===== config.mk =====
export PLATFORM = sky130hd
export DESIGN_NAME = i2c_master_xfer
export DESIGN_NICKNAME = d
export VERILOG_FILES = /design/src/rtl/i2c_master_xfer.sv
export SDC_FILE = /design/constraint.sdc
export NUM_CORES = 1
export LEC_CHECK = 0
export ABC_AREA = 1
export CAP_MARGIN = 20
export CORE_MARGIN = 2
export CORE_UTILIZATION = 40
export CTS_CLUSTER_DIAMETER = 50
export CTS_CLUSTER_SIZE = 24
export DETAILED_ROUTE_END_ITERATION = 6
export HOLD_SLACK_MARGIN = 0.02
export REMOVE_ABC_BUFFERS = 1
export SETUP_SLACK_MARGIN = 0.2
export SYNTH_ARGS = -nofsm -noshare
export SYNTH_HDL_FRONTEND = slang
export SYNTH_SLANG_ARGS = --single-unit

===== constraint.sdc =====
create_clock -name clk -period 4.1 [get_ports clk]
set_input_delay 0.82 -clock clk [delete_from_list [all_inputs] [get_ports clk]]
set_output_delay 0.82 -clock clk [all_outputs]
set_load 0.1 [all_outputs]

===== src/rtl/i2c_master_xfer.sv =====
// i2c_master_xfer: single-transaction I2C master.
// Per command: START, {addr,rw}, 0..MAX_LEN data bytes, STOP.
// Ports:
//   clk, rst_n                     system clock, synchronous active-low reset
//   cmd_valid/cmd_ready            command handshake (ready only in IDLE)
//   cmd_addr, cmd_rw, cmd_len      slave address, 0=write/1=read, byte count
//   wr_data/wr_req                 write byte source, captured while wr_req=1
//   rd_data/rd_valid               received byte with 1-cycle strobe
//   busy, done, nack, start, stop  transaction status and event pulses
//   scl_oe, sda_oe                 open-drain pulls (1 = drive low)
//   sda_i                          sampled SDA pad level
module i2c_master_xfer #(
    parameter int unsigned CLK_DIV = 125,
    parameter int unsigned MAX_LEN = 16,
    parameter int unsigned LEN_W   = 5
) (
    input  logic             clk,
    input  logic             rst_n,
    input  logic             cmd_valid,
    output logic             cmd_ready,
    input  logic [6:0]       cmd_addr,
    input  logic             cmd_rw,
    input  logic [LEN_W-1:0] cmd_len,
    input  logic [7:0]       wr_data,
    output logic             wr_req,
    output logic [7:0]       rd_data,
    output logic             rd_valid,
    output logic             busy,
    output logic             done,
    output logic             nack,
    output logic             start,
    output logic             stop,
    output logic             scl_oe,
    output logic             sda_oe,
    input  logic             sda_i
);

    localparam int unsigned      DIV_W    = (CLK_DIV > 2) ? $clog2(CLK_DIV) : 1;
    localparam logic [DIV_W-1:0] DIV_LAST = DIV_W'(CLK_DIV - 1);
    localparam logic [LEN_W-1:0] LEN_MAX  = LEN_W'(MAX_LEN);

    typedef enum logic [3:0] {
        S_IDLE, S_START, S_ADDR, S_AACK, S_WR, S_WACK, S_RD, S_MACK, S_STOP
    } state_t;

    state_t           state_q, state_d;
    logic [DIV_W-1:0] div_q, div_d;
    logic [1:0]       qtr_q, qtr_d;
    logic [2:0]       bit_q, bit_d;
    logic [LEN_W-1:0] byte_q, byte_d;
    logic [LEN_W-1:0] len_q, len_d;
    logic [7:0]       sh_q, sh_d;
    logic             rw_q, rw_d;
    logic             nflag_q, nflag_d;

    logic             cmd_ready_d, wr_req_d, rd_valid_d, busy_d;
    logic             done_d, nack_d, start_d, stop_d, scl_d, sda_d;
    logic [7:0]       rd_data_d;

    logic             tick;
    logic             last_byte;

    assign tick      = (state_q != S_IDLE) && (div_q == DIV_LAST);
    assign last_byte = (byte_q == (len_q - LEN_W'(1)));

    // State and output registers
    always_ff @(posedge clk) begin
        if (!rst_n) begin
            state_q   <= S_IDLE;
            div_q     <= '0;
            qtr_q     <= '0;
            bit_q     <= '0;
            byte_q    <= '0;
            len_q     <= '0;
            sh_q      <= '0;
            rw_q      <= 1'b0;
            nflag_q   <= 1'b0;
            cmd_ready <= 1'b1;
            wr_req    <= 1'b0;
            rd_data   <= '0;
            rd_valid  <= 1'b0;
            busy      <= 1'b0;
            done      <= 1'b0;
            nack      <= 1'b0;
            start     <= 1'b0;
            stop      <= 1'b0;
            scl_oe    <= 1'b0;
            sda_oe    <= 1'b0;
        end else begin
            state_q   <= state_d;
            div_q     <= div_d;
            qtr_q     <= qtr_d;
            bit_q     <= bit_d;
            byte_q    <= byte_d;
            len_q     <= len_d;
            sh_q      <= sh_d;
            rw_q      <= rw_d;
            nflag_q   <= nflag_d;
            cmd_ready <= cmd_ready_d;
            wr_req    <= wr_req_d;
            rd_data   <= rd_data_d;
            rd_valid  <= rd_valid_d;
            busy      <= busy_d;
            done      <= done_d;
            nack      <= nack_d;
            start     <= start_d;
            stop      <= stop_d;
            scl_oe    <= scl_d;
            sda_oe    <= sda_d;
        end
    end

    // Next-state and next-output logic; one bit = Q0 low, Q1/Q2 high, Q3 low
    always_comb begin
        state_d    = state_q;
        div_d      = tick ? '0 : div_q + DIV_W'(1);
        qtr_d      = qtr_q;
        bit_d      = bit_q;
        byte_d     = byte_q;
        len_d      = len_q;
        sh_d       = sh_q;
        rw_d       = rw_q;
        nflag_d    = nflag_q;
        wr_req_d   = 1'b0;
        rd_data_d  = rd_data;
        rd_valid_d = 1'b0;
        busy_d     = busy;
        done_d     = 1'b0;
        nack_d     = 1'b0;
        start_d    = 1'b0;
        stop_d     = 1'b0;
        scl_d      = scl_oe;
        sda_d      = sda_oe;

        // Write byte arrives in the wr_req cycle; SCL is still low in Q0
        if (wr_req) begin
            sh_d  = wr_data;
            sda_d = ~wr_data[7];
        end

        unique case (state_q)
            S_IDLE: begin
                div_d = '0;
                if (cmd_valid) begin
                    state_d = S_START;
                    qtr_d   = '0;
                    bit_d   = '0;
                    byte_d  = '0;
                    len_d   = (cmd_len > LEN_MAX) ? LEN_MAX : cmd_len;
                    sh_d    = {cmd_addr, cmd_rw};
                    rw_d    = cmd_rw;
                    nflag_d = 1'b0;
                    busy_d  = 1'b1;
                    start_d = 1'b1;
                    sda_d   = 1'b1;
                    scl_d   = 1'b0;
                end
            end

            // SDA low with SCL high for two quarters, then one quarter SCL low
            S_START: begin
                if (tick) begin
                    qtr_d = qtr_q + 2'd1;
                    if (qtr_q == 2'd1) begin
                        scl_d = 1'b1;
                    end
                    if (qtr_q == 2'd2) begin
                        state_d = S_ADDR;
                        qtr_d   = '0;
                        sda_d   = ~sh_q[7];
                    end
                end
            end

            S_ADDR, S_AACK, S_WR, S_WACK, S_RD, S_MACK: begin
                if (tick) begin
                    qtr_d = qtr_q + 2'd1;
                    unique case (qtr_q)
                        2'd0: scl_d = 1'b0;
                        2'd2: scl_d = 1'b1;
                        2'd1: begin
                            if ((state_q == S_AACK) || (state_q == S_WACK)) begin
                                if (sda_i) begin
                                    nflag_d = 1'b1;
                                end
                            end else if (state_q == S_RD) begin
                                sh_d = {sh_q[6:0], sda_i};
                                if (bit_q == 3'd7) begin
                                    rd_data_d  = {sh_q[6:0], sda_i};
                                    rd_valid_d = 1'b1;
                                end
                            end
                        end
                        default: begin
                            // End of Q3: choose the next bit and set SDA for its Q0
                            unique case (state_q)
                                S_ADDR, S_WR: begin
                                    if (bit_q == 3'd7) begin
                                        state_d = (state_q == S_ADDR) ? S_AACK : S_WACK;
                                        bit_d   = '0;
                                        sda_d   = 1'b0;
                                    end else begin
                                        bit_d = bit_q + 3'd1;
                                        sh_d  = {sh_q[6:0], 1'b0};
                                        sda_d = ~sh_q[6];
                                    end
                                end
                                S_AACK: begin
                                    if (nflag_q || (len_q == '0)) begin
                                        state_d = S_STOP;
                                        sda_d   = 1'b1;
                                    end else if (rw_q) begin
                                        state_d = S_RD;
                                        sda_d   = 1'b0;
                                    end else begin
                                        state_d  = S_WR;
                                        wr_req_d = 1'b1;
                                    end
                                end
                                S_WACK: begin
                                    if (nflag_q || last_byte) begin
                                        state_d = S_STOP;
                                        sda_d   = 1'b1;
                                    end else begin
                                        state_d  = S_WR;
                                        byte_d   = byte_q + LEN_W'(1);
                                        wr_req_d = 1'b1;
                                    end
                                end
                                S_RD: begin
                                    if (bit_q == 3'd7) begin
                                        state_d = S_MACK;
                                        bit_d   = '0;
                                        // ACK every byte but the last
                                        sda_d   = ~last_byte;
                                    end else begin
                                        bit_d = bit_q + 3'd1;
                                    end
                                end
                                S_MACK: begin
                                    if (last_byte) begin
                                        state_d = S_STOP;
                                        sda_d   = 1'b1;
                                    end else begin
                                        state_d = S_RD;
                                        byte_d  = byte_q + LEN_W'(1);
                                        sda_d   = 1'b0;
                                    end
                                end
                                default: state_d = S_IDLE;
                            endcase
                        end
                    endcase
                end
            end

            // SDA low/SCL low, release SCL, one quarter later release SDA
            S_STOP: begin
                if (tick) begin
                    qtr_d = qtr_q + 2'd1;
                    if (qtr_q == 2'd0) begin
                        scl_d = 1'b0;
                    end else begin
                        state_d = S_IDLE;
                        qtr_d   = '0;
                        sda_d   = 1'b0;
                        stop_d  = 1'b1;
                        done_d  = 1'b1;
                        nack_d  = nflag_q;
                        busy_d  = 1'b0;
                    end
                end
            end

            default: state_d = S_IDLE;
        endcase

        cmd_ready_d = (state_d == S_IDLE);
    end

endmodule


==> metrics.md <==
| Metric | Value |
|---|---|
| Status | `finished, final reports clean` |
| Adder-cell area share of the yosys netlist | `5.240%` |
| Post-Syn Instances | `466` |
| Tightest Pin Transition | `0.9768 ns` |
| Max_slew headroom | `34.68%` |
| Largest family of logic cells by synthesized area | `simple AND/OR/NAND/NOR gates` |
| Post-route setup TNS | `0 ns` |
| Routability Congestion | `0.9347` |
| Worst min-delay path startpoint | `nflag_q` |
| Post-synth EDFFs | `0` |
| Final nets | `544` |
| Cell Count, Final, Fillers Out | `609` |
| Min Tclk post-route | `3.032 ns` |
| Arr. time, crit path | `2.21 ns` |
| Met1 Use GR | `25.67%` |
| Hold WS | `0.4701 ns` |
| GRT overflow | `0` |
| Synth cell count leaders | `122 x nand2_1, 53 x dfxtp_1, 53 x inv_1` |
| Delay of the slowest cell on the worst path | `1.23 ns` |
| Number of setup buffers added after CTS | `0` |
| Largest net degree at the start of global routing | `25` |
| # rows | `32` |
| Placed insts | `601` |
| Max Clock Freq | `0.3299 GHz` |
| R2r worst-path depth | `12` |
| Crit path from | `wr_req` |
| Post-synthesis sequential area ratio | `34.18%` |
| Levels on crit path | `1` |
| Peak supply drop | `0.1364 mV` |
| Setup violators final | `0` |
| Busiest grt layer | `met2` |
| CTS H-Tree Depth | `2` |
| Post-cts resize count | `0` |
| Fill cell count | `798` |
| Die Span Y | `92.10 um` |
| Residual DRC | `0` |
| Final ANT Viol Nets | `0` |
| Syn avg cell area | `6.661 um^2` |
| Design area | `0.003704 mm^2` |
| Crit-path cells | `clkdlybuf4s50_1` |
| Final WL | `7.971 mm` |
| Clk buf depth | `2` |
| Tightest Hold Check Type | `reg -> reg` |
| WL per Instance | `13.09 um` |
| Vias | `3049` |
| DP Worst Slack | `1.413 ns` |
| RSZ-0062 raised after global routing | `no` |
| Reg2reg end | `scl_oe` |
| Final hold violation count | `0` |
| Final Skew | `0.006149 ns` |
| Core Region | `0.007607 mm^2` |
| Final Power | `1.099 mW` |
| Worst-skew pair later-pin latency | `0.31 ns` |
| TritonCTS buffer count | `5` |
| XOR/XNOR share of the synthesized area | `1.411%` |
| Initial Util | `40.81%` |
| DP Area | `0.003613 mm^2` |
| GR Layer Usage met2 | `32.72%` |
| WS Path Type | `reg -> out` |
| Root Driver | `clkbuf_8` |
| Die footprint | `0.008481 mm^2` |
| Slowest-stage cell, CP | `clkdlybuf4s50_1` |
| DR vias/cell | `5.007` |
| Synth top area share | `34.18%` |
| CP required | `3.28 ns` |
| First-pass GRT wire length | `13.51 mm` |
| Synth Area in Compound Gates | `17.09%` |
| Met3 usage | `2.712%` |
| Number of diodes | `0` |
| Min-Delay Path Depth | `2` |
| FFs w/ async S/R, synth | `0%` |
| Vias in the first global route | `2935` |
| Distinct cells, synth | `41` |
| Pre-Repair DR Iteration Count | `4` |
| Reg2reg start | `state_q[1]` |
| Critical path buffers and inverters | `1` |
| Crit-path max FO | `15` |
| Die W | `92.10 um` |
| Final HPWL DP | `5.991 mm` |
| Hold Path End | `nflag_q` |
| Cell taking the most area after synthesis | `dfxtp_1` |
| Syn-to-layout area delta | `19.31%` |
| Ys flop type | `dfxtp_1` |
| Lkg Pwr | `1.601 nW` |
| Period utilization | `73.94%` |
| Critical Path End Type | `output pin` |
| Reg2Reg Setup Slack | `1.92 ns` |
| Synthesis-stage register bit count | `53` |
| Final worst slack | `1.068 ns` |
| Post-Synth Simple-Gate Area | `32.65%` |
| Input/output buffers | `42` |
| Top Family by Delay on Critical Path | `buffers and inverters` |
| Pwr Density | `296.8 mW/mm^2` |
| Hold-fix buffers, CTS | `0` |
| Post-synthesis mux area share | `0.3225%` |
| CTS tree | `done` |
| Initial antenna violation count | `0` |
| Max-cap violations | `0` |
| Worst-path clk slew | `0.10 ns` |
| Fin util | `48.68%` |
| GRT Util Overall | `19.50%` |
| Share of layout cells above drive strength 1 | `7.495%` |
| Clk sinks | `53` |
| Top cells by area, synth | `dfxtp_1 34%, nand2_1 15%, inv_1 6.4%` |
| Drt initial violations | `161` |
| Top-count cell post-synth | `nand2_1` |
| Critical path launch point type | `flip-flop` |
| Yosys warnings | `0` |
| # IOs | `43` |
| Max Slew Vio Count | `0` |
| Synthesized cell area | `0.003104 mm^2` |
## worst max path at each step
stage,endpoint,slack (ns)
2_1_floorplan,done,1.73
6_report,wr_req,1.07
4_1_cts,wr_req,1.05
5_1_grt,wr_req,0.95
3_5_place_dp,wr_req,1.41
3_3_place_gp,wr_req,1.40
## final cells by class
type	instances	area, um^2	area share [%]
Clock inverter	3	21.27	0.5743
Sequential cell	53	1061	28.65
Timing Repair Buffer	43	427.9	11.55
Inverter	62	236.5	6.385
Clock buffer	5	68.82	1.858
Tap cell	102	127.6	3.446
Multi-Input combinational cell	341	1760	47.53
## kinds of logic after synthesis
group                    count (synthesis)
AND/OR/NAND/NOR                        229
AO/OA/AOI/OAI                           93
buffers and inverters                   72
flip-flops                              53
adder cells (fa/ha/maj)                 13
XOR/XNOR                                 5
multiplexers                             1
## registers in the layout, indices dropped and copies added, names as in the netlist, 2 cells and up
register  flops
len_q         5
byte_q        5
state_q       4
div_q         7
qtr_q         2
rd_data       8
sh_q          8
bit_q         3
## where the power goes
part	internal (mW)	switching, mW
logic	0.0819	0.156
registers	0.535	0.0179
clock network	0.122	0.187
total	0.738	0.361
## per-layer routing
| layer | part of all wire [%] | routed length, um | up-vias |
|---|---|---|---|
| met1 | 46 | 3693 | 1385 |
| met4 | 1.3 | 105 | 0 |
| li1 | - | - | 1594 |
| met5 | 0 | 0 | - |
| met2 | 48 | 3811 | 61 |
| met3 | 4.5 | 360 | 9 |
## placed cells by master, fill, tap and decap left out, drive strengths merged
cell type / count
xor2: 4
nand3: 27
a221oi: 2
a211oi: 4
o41ai: 2
mux2i: 1
xnor2: 1
a21oi: 38
a31oi: 2
nor2: 51
a22oi: 7
nand4: 4
clkbuf: 5
nor4: 2
o22ai: 1
nand3b: 1
or2: 3
nor3: 11
o21a: 1
dfxtp: 53
o211ai: 3
nand2: 130
clkinv: 2
clkinvlp: 1
o21ai: 33
buf: 1
ha: 13
inv: 62
clkdlybuf4s50: 42
Note: power is estimated with default switching activity, not from simulation.
